===== config.mk =====
export PLATFORM = sky130hd
export DESIGN_NAME = mem_responder
export DESIGN_NICKNAME = d
export VERILOG_FILES = /design/src/rtl/mem_pkg.sv /design/src/rtl/mem_responder_page_table.sv /design/src/rtl/mem_responder.sv
export SDC_FILE = /design/constraint.sdc
export NUM_CORES = 1
export LEC_CHECK = 0
export ABC_CLOCK_PERIOD_IN_PS = 5000
export CORE_AREA = 2 2 225 227
export CTS_CLUSTER_DIAMETER = 150
export CTS_CLUSTER_SIZE = 12
export DETAILED_ROUTE_END_ITERATION = 6
export DIE_AREA = 0 0 227 229
export SYNTH_ARGS = -nofsm -noshare
export SYNTH_HDL_FRONTEND = slang
export SYNTH_SLANG_ARGS = --single-unit

===== constraint.sdc =====
create_clock -name clk -period 5 [get_ports clk]
set_input_delay 0.75 -clock clk [delete_from_list [all_inputs] [get_ports clk]]
set_output_delay 0.75 -clock clk [all_outputs]
set_load 0.1 [all_outputs]

===== src/rtl/mem_pkg.sv =====
// mem_pkg: shared FSM encoding and page-table geometry helpers for mem_responder
package mem_pkg;
  typedef enum logic [2:0] {IDLE, CHK, B0, B1, DONE} state_t;
  function automatic int vpn_w(int page_bits);
    return 16 - page_bits;
  endfunction
  function automatic int ppn_w(int pa_w, int page_bits);
    return pa_w - page_bits;
  endfunction
  function automatic int pte_v(int ppn);
    return ppn + 1;
  endfunction
  function automatic int pte_w(int ppn);
    return ppn;
  endfunction
endpackage


===== src/rtl/mem_responder_page_table.sv =====
// page_table: VPN-indexed PTE register file, sync write, async read, clears to invalid
module page_table #(
  parameter int IW = 5,
  parameter int DW = 7
) (
  input  logic          clk,
  input  logic          reset,
  input  logic          we,
  input  logic [IW-1:0] widx,
  input  logic [DW-1:0] wdata,
  input  logic [IW-1:0] ridx,
  output logic [DW-1:0] rdata
);
  logic [DW-1:0] ent [2**IW];
  always_ff @(posedge clk)
    if (reset) for (int i = 0; i < 2**IW; i++) ent[i] <= '0;
    else if (we) ent[widx] <= wdata;
  assign rdata = ent[ridx];
endmodule


===== src/rtl/mem_responder.sv =====
// mem_responder: paged CPU RAM port serialised onto an 8-bit SRAM with wait states
module mem_responder
  import mem_pkg::*;
#(
  parameter int PA_W      = 16,
  parameter int PAGE_BITS = 11,
  parameter int WAIT_CYC  = 1
) (
  input  logic                                   clk,
  input  logic                                   reset,
  input  logic [15:0]                            RAMaddr,
  input  logic [15:0]                            RAMin,
  input  logic                                   we,
  input  logic                                   re,
  input  logic                                   be,
  input  logic                                   paging_en,
  input  logic                                   pt_we,
  input  logic [vpn_w(PAGE_BITS)-1:0]            pt_idx,
  input  logic [ppn_w(PA_W,PAGE_BITS)+1:0]       pt_data,
  output logic [15:0]                            RAMout,
  output logic                                   rdy,
  output logic                                   page_fault,
  output logic [15:0]                            fault_addr,
  output logic [PA_W-1:0]                        sram_addr,
  output logic [7:0]                             sram_dout,
  input  logic [7:0]                             sram_din,
  output logic                                   sram_we,
  output logic                                   sram_oe
);
  localparam int VPN = vpn_w(PAGE_BITS);
  localparam int PPN = ppn_w(PA_W, PAGE_BITS);
  localparam int CW  = $clog2(WAIT_CYC + 2);
  state_t        state;
  logic          armed, is_byte, is_wr, fault;
  logic [15:0]   addr, wdata;
  logic [7:0]    lo;
  logic [CW-1:0] cnt;
  logic [PPN+1:0] pte;
  logic [PA_W-1:0] tpa;
  page_table #(.IW(VPN), .DW(PPN + 2)) u_pt (
    .clk(clk), .reset(reset), .we(pt_we), .widx(pt_idx), .wdata(pt_data),
    .ridx(addr[15:PAGE_BITS]), .rdata(pte)
  );
  always_comb begin
    fault = paging_en && (!pte[pte_v(PPN)] || (is_wr && !pte[pte_w(PPN)]));
    tpa   = paging_en ? {pte[PPN-1:0], addr[PAGE_BITS-1:0]} : PA_W'(addr);
  end
  always_ff @(posedge clk) begin
    if (reset) begin
      state      <= IDLE;
      armed      <= 1'b1;
      is_byte    <= 1'b0;
      is_wr      <= 1'b0;
      addr       <= '0;
      wdata      <= '0;
      lo         <= '0;
      cnt        <= '0;
      RAMout     <= '0;
      rdy        <= 1'b0;
      page_fault <= 1'b0;
      fault_addr <= '0;
      sram_addr  <= '0;
      sram_dout  <= '0;
      sram_we    <= 1'b0;
      sram_oe    <= 1'b0;
    end else begin
      rdy        <= 1'b0;
      page_fault <= 1'b0;
      if (!re && !we) armed <= 1'b1;
      case (state)
        IDLE: if (armed && (re || we)) begin
          addr    <= RAMaddr;
          wdata   <= RAMin;
          is_byte <= be;
          is_wr   <= we;
          armed   <= 1'b0;
          state   <= CHK;
        end
        CHK: if (fault) begin
          state      <= DONE;
          rdy        <= 1'b1;
          page_fault <= 1'b1;
          fault_addr <= addr;
        end else begin
          state     <= B0;
          sram_addr <= is_byte ? tpa : {tpa[PA_W-1:1], 1'b0};
          sram_dout <= wdata[7:0];
          sram_we   <= is_wr;
          sram_oe   <= !is_wr;
          cnt       <= '0;
        end
        B0, B1: if (cnt == CW'(WAIT_CYC)) begin
          cnt <= '0;
          if (state == B0) lo <= sram_din;
          if (state == B0 && !is_byte) begin
            state     <= B1;
            sram_addr <= sram_addr | PA_W'(1);
            sram_dout <= wdata[15:8];
          end else begin
            state   <= DONE;
            rdy     <= 1'b1;
            sram_we <= 1'b0;
            sram_oe <= 1'b0;
            if (!is_wr) RAMout <= is_byte ? {8'h00, sram_din} : {sram_din, lo};
          end
        end else cnt <= cnt + CW'(1);
        DONE: state <= IDLE;
        default: state <= IDLE;
      endcase
    end
  end
endmodule


==> flow_summary_export.csv <==
group,metric,value,unit
finish,nFillCells,4901,
clocking,clkLatencyLatePin,0.52,ns
finish,nets,1342,
die,die_height,229,µm
critical_path,reg2reg_to,"sram_addr[7]$_SDFFE_PP0P_",
run,drv_cap,0,
worst_hold_path,hold_start,"RAMout[12]$_SDFFE_PP0P_",
timing,worst_slack,1.35,ns
clocking,cts_tree,"yes",
grt,grt_max_degree,98,
place,dpl_worst_slack,1.29,ns
clocking,clk_path_buf_depth,3,
timing,period_minus_slack,3.65,ns
timing,relSlewSlack,0.236,
synthesis,synth_area_per_cell,12.4,µm²
synthesis,synth-async-reset-ratio,0,
drt,drtIter0Drc,817,
die,start_util,0.296,
synthesis,synthesis.nets,1242,
synthesis,syn_area,14700,µm²
clocking,postCtsSetupRepairBufs,0,
critical_path,reg2reg_depth,7,
pwr,fin_total_pwr,6.57,mW
place,io_buffers,118,
pwr,comb_power_share,0.153,
critical_path,critPathLaunchType,"flip-flop",
drt,drc,0,
synthesis,netlist_instances,1183,
drt,drtAntennaViolNets,0,
place,hpwl,25800,µm
finish,register_area,8990,µm²
synthesis,synth_cell_type_count,44,
grt,overflow,0,
timing,fin_crit_sh,0.730,
drt,vias_per_cell,4.81,
critical_path,worst_setup_path_end_kind,"flip-flop",
critical_path,crit_type,"reg2reg",
die,io_pins,119,
pwr,p_sw,1.79,mW
timing,setup_viol_count_final,0,
critical_path,crit_fanout,36,
synthesis,synth_ff_type,"edfxtp_1",
timing,slew_violations,0,
pwr,leakagePower,5.94,nW
drt,routed-via-count,9448,
run_status,status,"complete, no violations",
grt,grt_pass1_wl,57100,µm
grt,first_global_vias,9398,
drt,wl_per_cell,19.3,µm
timing,fmax,274,MHz
die,num_rows,82,
clocking,cts-root-buf,"clkbuf_16",
finish,diodes,0,
timing,skew,0.0235,ns
synthesis,yosys_warnings,0,
worst_hold_path,whs_endpoint,"RAMout[12]$_SDFFE_PP0P_",
pwr,intPower,4.78,mW
finish,multiInputGateArea,5330,µm²
worst_hold_path,hold_class,"reg2reg",
place,place_congestion,0.780,
finish,final_cell_mix,"224 x and2_1, 224 x edfxtp_1, 119 x nand2_1, 113 x clkdlybuf4s50_1, 111 x dfxtp_1",
pwr,ir_drop,0.000179,V
pwr,p_per_area,375,nW/µm²
clocking,numClockSinks,337,
synthesis,ys_ff_latch,337,
die,core,49700,µm²
synthesis,seq_area_frac_synth,0.611,
timing,worst_pin_slew,1.13,ns
drt,finalWirelength,37900,µm
timing,rsz0062_at_grt,"no",
die,die_area,52000,µm²
critical_path,arrival,4.00,ns
grt,grt_usage,0.144,
grt,antenna_found_initial,0,
clocking,hold_buffers,0,
pwr,power_frac_seq,0.498,
timing,hold_viol_final,0,
pwr,switching_share,0.273,
die,die_width,227,µm
finish,area_delta_synth_final,19.3,%
drt,dr.pass1.iters,5,
clocking,path_clk_slew,0.06,ns
timing,tns,0,ns
worst_hold_path,hold_depth,2,
critical_path,r2r_slack,1.35,ns
clocking,post_cts_resized,0,
clocking,htreeDepth,2,
finish,post_route_cells_drive_above_1_share,0.121,
synthesis,synth_edf_count,224,
clocking,cts_buffers,34,
critical_path,worstPathRequired,5.35,ns
pwr,clockPowerShare,0.348,
==> state kept, by name, indices dropped and copies added (netlist names), named ones only <==
signal      flops
sram_oe         1
rdy             1
is_wr           1
RAMout         16
sram_dout       8
page_fault      1
addr           16
sram_we         1
fault_addr     16
wdata          16
cnt             2
is_byte         1
lo              8
u_pt.ent      224
state           3
armed           1
sram_addr      16
==> worst max-delay path by stage <==
stage	endpoint	slack [ns]	cells past startpoint
2_1_floorplan	u_pt.ent[0][0]$_SDFFCE_PN0P_	2.27	7
4_1_cts	sram_addr[10]$_SDFFE_PP0P_	1.28	7
5_1_grt	sram_addr[2]$_SDFFE_PP0P_	0.99	7
3_5_place_dp	sram_addr[7]$_SDFFE_PP0P_	1.29	7
6_report	sram_addr[7]$_SDFFE_PP0P_	1.35	7
3_3_place_gp	sram_addr[5]$_SDFFE_PP0P_	1.39	7
==> per-layer routing <==
layer | part of all wire | wire [µm] | GRT usage
met1 | 0.46 | 17300 | 0.200
met2 | 0.46 | 17400 | 0.230
met3 | 0.062 | 2370 | 0.0258
met4 | 0.024 | 912 | 0.0441
met5 | 0 | 0 | 0
==> worst max-delay path: stages (launching register included) <==
cell and delay (ns):
dfxtp_4 0.79, buf_4 0.50, mux4_2 0.55, o211ai_1 0.17, a32oi_1 0.17, o31ai_4 0.93
or3b_2 0.26, a21oi_1 0.07
==> power groups by stage <==
stage | clock network (mW) | logic, mW | registers (mW)
finish | 2.29 | 1.01 | 3.28
global route | 2.44 | 1.07 | 3.30
CTS | 2.34 | 1.01 | 3.28
detailed placement | 0 | 1.01 | 3.34
global placement | 0 | 1.00 | 3.33
floorplan | 0 | 0.535 | 3.45
==> logic make-up after synthesis <==
kind of cell	Yosys count	share of synthesized area
AOI/OAI and AO/OA	164	0.0653
buffers and inverters	95	0.0273
muxes	98	0.117
and+or+nand+nor	489	0.179
DFF	337	0.611
==> cell usage after synthesis (all sizes together) (4+ instances only) <==
library cell  instances  share of area
or3                   4         0.0017
dfxtp               113           0.15
nor3                  9         0.0031
nand2               119          0.030
a22oi                 9         0.0046
a21oi                71          0.024
nand3                15         0.0051
buf                  14         0.0066
o21ai                42          0.014
and2                224          0.095
a211oi               14         0.0071
or3b                 12         0.0071
nor2                 66          0.017
nor2b                13         0.0060
clkbuf               76          0.019
edfxtp              224           0.46
inv                   4         0.0010
o22ai                 8         0.0034
mux4                 59          0.090
mux2i                36          0.024
nand3b               20          0.010
==> metrics by stage <==
stage,hold WS [ns],cell area (µm²),instances,utilization
floorplan,0.412,14700,1183,-
global placement,0.420,16600,1919,0.335
detailed placement,0.437,16600,1919,0.335
CTS,0.453,17500,1965,0.353
global route,0.473,17500,1965,0.353
finish,0.451,17500,1965,0.353
==> area by class of cell <==
class	instances	area share
clock buffer	44	0.0518
clock inverter	2	0.00114
inverter	5	0.00107
multi-input combinational	751	0.304
sequential	337	0.513
tap	672	0.0479
timing repair buffer	154	0.0814
No activity file was read; power rests on OpenSTA's default activity.
